==> src/rtl/serial_word_feeder.sv <==
// Parallel-to-serial front end for the bit-serial complementer: takes one word per
// valid/ready handshake, pulses sclr, then shifts the word out LSB-first.
//
// state   | meaning
// --------+-------------------------------------------------------------
// S_IDLE  | din_ready high, waiting for a transfer
// S_CLR   | sclr visible downstream; word captured in shreg
// S_SHIFT | one word bit per cycle; cnt tracks the bit index on sbit
// S_GAP   | optional idle cycles before din_ready re-asserts
module serial_word_feeder #(
  parameter int WIDTH = 8,
  parameter int GAP   = 0
) (
  input  logic             t_clk,
  input  logic             r,
  input  logic [WIDTH-1:0] din,
  input  logic             din_valid,
  output logic             din_ready,
  output logic             sbit,
  output logic             sbit_vld,
  output logic             sfirst,
  output logic             slast,
  output logic             sclr
);

  localparam int CW = (WIDTH > 1) ? $clog2(WIDTH) : 1;
  localparam int GW = (GAP > 1) ? $clog2(GAP) : 1;
  localparam logic [CW-1:0] CNT_LAST    = CW'(WIDTH - 1);
  localparam logic [CW-1:0] CNT_PRELAST = CW'(WIDTH - 2);
  localparam logic [GW-1:0] GAP_LOAD    = (GAP > 0) ? GW'(GAP - 1) : '0;

  typedef enum logic [1:0] {S_IDLE, S_CLR, S_SHIFT, S_GAP} state_t;

  state_t           state_q, state_d;
  logic [WIDTH-1:0] shreg_q, shreg_d;
  logic [CW-1:0]    cnt_q, cnt_d;
  logic [GW-1:0]    gap_q, gap_d;
  logic             rdy_d, sbit_d, vld_d, first_d, last_d, clr_d;

  always_ff @(posedge t_clk or negedge r) begin
    if (!r) begin
      state_q   <= S_IDLE;
      shreg_q   <= '0;
      cnt_q     <= '0;
      gap_q     <= '0;
      din_ready <= 1'b0;
      sbit      <= 1'b0;
      sbit_vld  <= 1'b0;
      sfirst    <= 1'b0;
      slast     <= 1'b0;
      sclr      <= 1'b0;
    end else begin
      state_q   <= state_d;
      shreg_q   <= shreg_d;
      cnt_q     <= cnt_d;
      gap_q     <= gap_d;
      din_ready <= rdy_d;
      sbit      <= sbit_d;
      sbit_vld  <= vld_d;
      sfirst    <= first_d;
      slast     <= last_d;
      sclr      <= clr_d;
    end
  end

  // Next-state logic also produces the next value of every output register,
  // so outputs never depend combinationally on din/din_valid.
  always_comb begin
    state_d = state_q;
    shreg_d = shreg_q;
    cnt_d   = cnt_q;
    gap_d   = gap_q;
    rdy_d   = 1'b0;
    sbit_d  = 1'b0;
    vld_d   = 1'b0;
    first_d = 1'b0;
    last_d  = 1'b0;
    clr_d   = 1'b0;
    case (state_q)
      S_IDLE: begin
        if (din_ready && din_valid) begin
          shreg_d = din;
          cnt_d   = '0;
          clr_d   = 1'b1;
          state_d = S_CLR;
        end else begin
          rdy_d = 1'b1;
        end
      end
      S_CLR: begin
        cnt_d   = '0;
        sbit_d  = shreg_q[0];
        shreg_d = shreg_q >> 1;
        vld_d   = 1'b1;
        first_d = 1'b1;
        state_d = S_SHIFT;
      end
      S_SHIFT: begin
        if (cnt_q == CNT_LAST) begin
          shreg_d = '0;
          cnt_d   = '0;
          if (GAP > 0) begin
            gap_d   = GAP_LOAD;
            state_d = S_GAP;
          end else begin
            rdy_d   = 1'b1;
            state_d = S_IDLE;
          end
        end else begin
          cnt_d   = cnt_q + 1'b1;
          sbit_d  = shreg_q[0];
          shreg_d = shreg_q >> 1;
          vld_d   = 1'b1;
          last_d  = (cnt_q == CNT_PRELAST);
        end
      end
      S_GAP: begin
        if (gap_q == '0) begin
          rdy_d   = 1'b1;
          state_d = S_IDLE;
        end else begin
          gap_d = gap_q - 1'b1;
        end
      end
      default: state_d = S_IDLE;
    endcase
  end

endmodule

==> config.mk <==
export PLATFORM = sky130hd
export DESIGN_NAME = serial_word_feeder
export DESIGN_NICKNAME = d
export VERILOG_FILES = /design/src/rtl/serial_word_feeder.sv
export SDC_FILE = /design/constraint.sdc
export NUM_CORES = 1
export LEC_CHECK = 0
export BUFFER_PORTS_ARGS = -buffer_cell sky130_fd_sc_hd__buf_2
export CAP_MARGIN = 10
export CORE_UTILIZATION = 45
export DETAILED_ROUTE_END_ITERATION = 8
export GPL_TIMING_DRIVEN = 0
export PLACE_DENSITY = 0.66
export RECOVER_POWER = 100
export SLEW_MARGIN = 25
export SYNTH_ARGS = -nofsm -noshare
export SYNTH_HDL_FRONTEND = slang
export SYNTH_SLANG_ARGS = --single-unit
==> constraint.sdc <==
create_clock -name t_clk -period 1.8 [get_ports t_clk]
set_input_delay 0.09 -clock t_clk [delete_from_list [all_inputs] [get_ports t_clk]]
set_output_delay 0.09 -clock t_clk [all_outputs]
set_load 0.02 [all_outputs]
; ---- Word level (Yosys, flattened, before mapping)
; Index checks and enable logic that the tools add are counted.
; W data, S select, Z words.
[totals]
in_bits = 11
ram_bits = 0
mem_count = 0
reg_bits = 20
mem_bits_ro = 0
latchBits = 0
elab_cells = 49
[op_classes]
add_sub_neg = 2
div_mod_pow = 0
muxes = 24
shifts = 0
eq_ne = 8
magnitude_cmp = 0
n_reduce_logical = 5
bitwise = 0
multipliers = 0
[op_table]
columns = op, n
row1 = $pmux W8 S3, 1
row2 = $mux W1, 11
row3 = $pmux W3 S3, 1
row4 = $mux W8, 1
row5 = $pmux W2 S4, 1
row6 = $mux W7, 1
row7 = $eq A3 B3 Y1 const B, 2
row8 = $mux W2, 3
row9 = $mux W3, 2
row10 = $ne A2 B2 Y1 const B, 3
row11 = $eq A2 B2 Y1 const B, 2
row12 = $pmux W1 S2, 2
row13 = $add A3 B1 Y3 const B, 1
row14 = $pmux W1 S3, 1
row15 = $reduce_and A3 Y1, 1
row16 = $reduce_bool A3 Y1, 1
row17 = $eq A2 B1 Y1 const B, 1
row18 = $logic_not A2 Y1, 1
row19 = $reduce_and A2 Y1, 1
row20 = $logic_and A1 B1 Y1, 1
row21 = $sub A1 B1 Y1 const B, 1

; ---- Depth between registers and ports, before layout
[logic_depth]
word_depth = 3
mapped_depth = 6

; ---- Worst setup path after synthesis
; Ideal clock, no wire load.
[synth_path]
path_kind = reg2reg
from = register state_q[0]
to = register state_q[0]
path_buffers = 0
path_stages_with_launch = 6
synth_period_minus_slack_ns = 1.524
arrival_ns = 1.400
setup_ns = 0.125
slack_ns = 0.276
cell_sequence = dfrtp_1 -> inv_1 -> ha_1 -> and2b_1 -> a21oi_1 -> mux2_2
[synth_via]
elab_chain_cells = 3
word_cells_on_any_way = 9
cone_classes = 6 x eq/ne / 1 x mux / 2 x reduce/logical
[synth_lines]
columns = element, line_no
row1 = start: declaration, 34  ; state_t state_q, state_d;
row2 = start signal: assignment, 53  ; state_q <= state_d;
row3 = $eq A2 B2 Y1 / $logic_not A2 Y1 (equally long branches), 79  ; case (state_q)
row4 = $ne A2 B2 Y1 (no line), --
row5 = $reduce_and A3 Y1 (no line), --
; Several ways; a longest one is shown, not always the timed one.
; A chain may end at the register's enable or synchronous reset.

; ---- Final worst setup path
[layout_path]
from = register cnt_q[1]
to = register shreg_q[3]
[layout_via]
elab_chain_cells = 3
[layout_lines]
columns = element, line_no
row1 = start: declaration, 36  ; logic [CW-1:0] cnt_q, cnt_d;
row2 = start signal: assignment, 55  ; cnt_q <= cnt_d;
row3 = $eq A3 B3 Y1, 99  ; if (cnt_q == CNT_LAST) begin
row4 = $mux W7, 99
row5 = $pmux W8 S3, 79
row6 = end signal: assignment, 54  ; shreg_q <= shreg_d;
row7 = end: declaration, 35  ; logic [WIDTH-1:0] shreg_q, shreg_d;
; No other way between the ends.

==> run_results.csv <==
group,metric,value,unit
status,status,"finished, final reports clean",
critical_path,rrSetupSlack,140,ps
detailed_routing,vias,660,
grt,grt_usage,16.15,%
floorplanning,io_pins,17,
clocking,cts_buffer_depth,2,
logic_synthesis,synth_common_cells,"19 x dfrtp_1, 11 x nand3_1, 8 x ha_1, 8 x mux2i_1, 7 x o31ai_2",
critical_path,r2r-end,"shreg_q[3]",
critical_path,cp.arrival,1880,ps
pwr,p_sw,901.8,µW
logic_synthesis,synth_area_leader_cell,"dfrtp_1",
min_path,hold_depth,3,
logic_synthesis,yosysMostFrequentCell,"dfrtp_1",
logic_synthesis,async_flop_share,100.0,%
detailed_routing,drtIter0Drc,8,
pwr,pwr-share-comb,59.0,%
timing,holdWs,82.58,ps
layout,final_nets,124,
logic_synthesis,ys_types,24,
critical_path,worst_path_max_delay_cell,"dfrtp_1",
critical_path,crit_path_start_kind,"register",
critical_path,cp-endpoint,"shreg_q[3]",
floorplanning,die_area,0.002388,mm²
logic_synthesis,synthCells,82,
placed_design,placed_area,0.001102,mm²
logic_synthesis,synth_top_flop_cell,"dfrtp_1",
logic_synthesis,synth_top_area_share,48.10,%
timing,setup_viol,0,
logic_synthesis,syn_avg_cell_area,12.05,µm²
critical_path,reg2regPathDepth,6,
timing,fmax,600.7,MHz
layout,final_cell_area,0.001154,mm²
layout,final_util,57.05,%
critical_path,endpoint_kind,"register",
placed_design,gp_congestion,0.8090,
critical_path,required,2010,ps
timing,tightest_slew,990.4,ps
logic_synthesis,syn_nets,101,
grt,grt_pass1_vias,666,
clocking,cts_tree,"yes",
grt,grt_max_degree,20,
clocking,clk-insertion-delay-late,300,ps
pwr,p_clk_share,10.2,%
pwr,switching_share,42.20,%
pwr,power,2.137,mW
grt,grt_overflow,0,
floorplanning,core_area,0.002022,mm²
floorplanning,die_height,48.87,µm
critical_path,crit_chain,"ha_1, ha_1, and2b_1, nor3b_4, buf_12, o31ai_2",
timing,min_period_over_period,92.49,%
floorplanning,start_util,48.89,%
pwr,leakagePower,0.5662,nW
floorplanning,rows,16,
pwr,ir_drop,1.249,mV
detailed_routing,ant_nets,0,
placed_design,hpwl,1172,µm
pwr,seqPwrFrac,30.8,%
detailed_routing,vias_per_cell,5.038,
critical_path,timing.rr.start,"cnt_q[1]",
critical_path,crit_start,"cnt_q[1]",
layout,antenna_cells,0,
pwr,p_per_area,1853,mW/mm²
clocking,cts.sinks,19,
critical_path,timing.critical_path.fanout_max,6,
timing,maxSlewHeadroom,33.97,%
detailed_routing,wl_per_cell,12.66,µm
grt,grt_pass1_wl,2891,µm
logic_synthesis,yosys_warnings,0,
min_path,hold_class,"in2reg",
logic_synthesis,synth-seq-area-share,48.10,%
logic_synthesis,ys_ff_latch,19,
flow_run,maxCapViolCount,0,
detailed_routing,first_pass_iters,4,
logic_synthesis,syn_area,988.4,µm²
clocking,cts_buffers,3,
timing,finalHoldViolations,0,
detailed_routing,finalWirelength,1659,µm
timing,skew,7.859,ps
clocking,root_buffer,"clkbuf_4",
timing,slew_viol_final,0,
critical_path,cpPeakStageDelay,420,ps
clocking,h-tree-depth,1,
layout,final_layout_size_suffix_gt1_share,27.88,%
pwr,internal_power,1.235,mW
layout,syn2layout_area_growth,16.71,%
placed_design,portBuffers,16,
clocking,path_clk_slew,110,ps
critical_path,path_class,"reg2reg",
timing,fin_crit,1665,ps
floorplanning,die_w,48.87,µm
layout,fillCellCount,190,
grt,antenna_found_initial,0,
detailed_routing,remaining_drc_errors,0,
logic_synthesis,synth_edf_count,0,
timing,setup_tns,0,ps
logic_synthesis,ys_top_cells_by_area,"dfrtp_1 48%, ha_1 10%, o31ai_2 8.9%",
critical_path,crit_path_frequent_cell,"ha_1",
## routing by layer
metal,track usage (%),vias to the layer above,wire (µm)
met5,0,-,0
met4,5.882,0,19
met3,5.607,2,68
met2,24.31,15,758
met1,21.34,308,813
li1,-,335,-
## power by group through the flow
stage | registers [mW] | clock network [mW] | logic [mW]
finish | 0.659 | 0.218 | 1.26
global route | 0.679 | 0.238 | 1.39
global placement | 0.663 | 0 | 1.18
detailed placement | 0.670 | 0 | 1.20
floorplan | 0.701 | 0 | 0.929
CTS | 0.660 | 0.224 | 1.20
## registers in the layout, indices dropped and copies added (netlist names)
register	flops
shreg_q	8
cnt_q	3
state_q	2
din_ready	1
sbit	1
sbit_vld	1
sclr	1
sfirst	1
slast	1
## cell usage in the layout, fill, tap and decap left out
cell | netlist | final
nand3_2 | 1 | 1
a21oi_2 | 0 | 1
nand2_1 | 3 | 3
mux2i_1 | 8 | 8
inv_1 | 4 | 4
o31ai_2 | 7 | 7
nor3b_4 | 1 | 1
clkinv_2 | 0 | 1
nand3_1 | 11 | 11
clkbuf_4 | 0 | 3
nor2_1 | 1 | 1
dfrtp_1 | 19 | 19
mux2_2 | 2 | 2
and2b_1 | 1 | 1
o21ai_1 | 1 | 1
buf_6 | 1 | 1
and2_1 | 1 | 1
o21a_1 | 1 | 1
nand2b_1 | 2 | 2
clkbuf_1 | 2 | 8
buf_4 | 1 | 1
o21ai_0 | 3 | 3
and3_1 | 1 | 1
and2_0 | 0 | 1
a221oi_1 | 1 | 1
buf_12 | 0 | 1
clkbuf_2 | 0 | 1
buf_2 | 0 | 9
dlygate4sd3_1 | 0 | 1
ha_1 | 8 | 8
## per-stage QoR
step,setup slack [ps],instances
4_1_cts,71.41,130
3_3_place_gp,111.3,125
6_report,135.2,131
5_1_grt,-1.168,131
2_1_floorplan,275.7,82
3_5_place_dp,88.05,125
## area by class of cell
class	instances	area [µm²]	area share [%]
flip-flops and latches	19	475.5	41.21
multi-input cells	55	473.0	41.00
repair buffers	18	101.3	8.785
well taps	27	33.78	2.928
plain buffers	4	27.53	2.386
clock buffers	3	22.52	1.952
inverters	4	15.01	1.302
clock inverters	1	5.005	0.4338
## worst min-delay path by stage
stage | startpoint | end | slack [ps]
after floorplan | r | cnt_q[0] | -210
after global placement | r | sfirst | 50
after detailed placement | r | sfirst | 50
after CTS | din[7] | shreg_q[7] | 80
after global routing | din[7] | shreg_q[7] | 120
final | din[7] | shreg_q[7] | 80
## repair_timing
action                                 4_1_cts  5_1_grt
resized for setup                            0        3
endpoints found under the hold margin       19        0
buffers inserted                             0        1
hold buffers                                 1        0
setup endpoints to repair                    0        9
## cells by family (layout without fill, tap and decap cells)
| family | Yosys count | after routing | synth area share [%] |
|---|---|---|---|
| flip-flops | 19 | 19 | 48.10 |
| buffers and inverters | 8 | 30 | 4.177 |
| adder cells (fa/ha/maj) | 8 | 8 | 10.13 |
| multiplexers | 10 | 10 | 10.38 |
| AO/OA/AOI/OAI | 14 | 14 | 13.04 |
| AND/OR/NAND/NOR | 23 | 23 | 14.18 |
## worst max-delay path, delay by kind of cell, from the launching register on
kind	cells	cell delay, ps
AO/OA/AOI/OAI	1	200
adder cells (fa/ha/maj)	2	380
buffers and inverters	1	150
flip-flops	1	420
AND/OR/NAND/NOR	2	430
No activity file was read; power rests on OpenSTA's default activity.
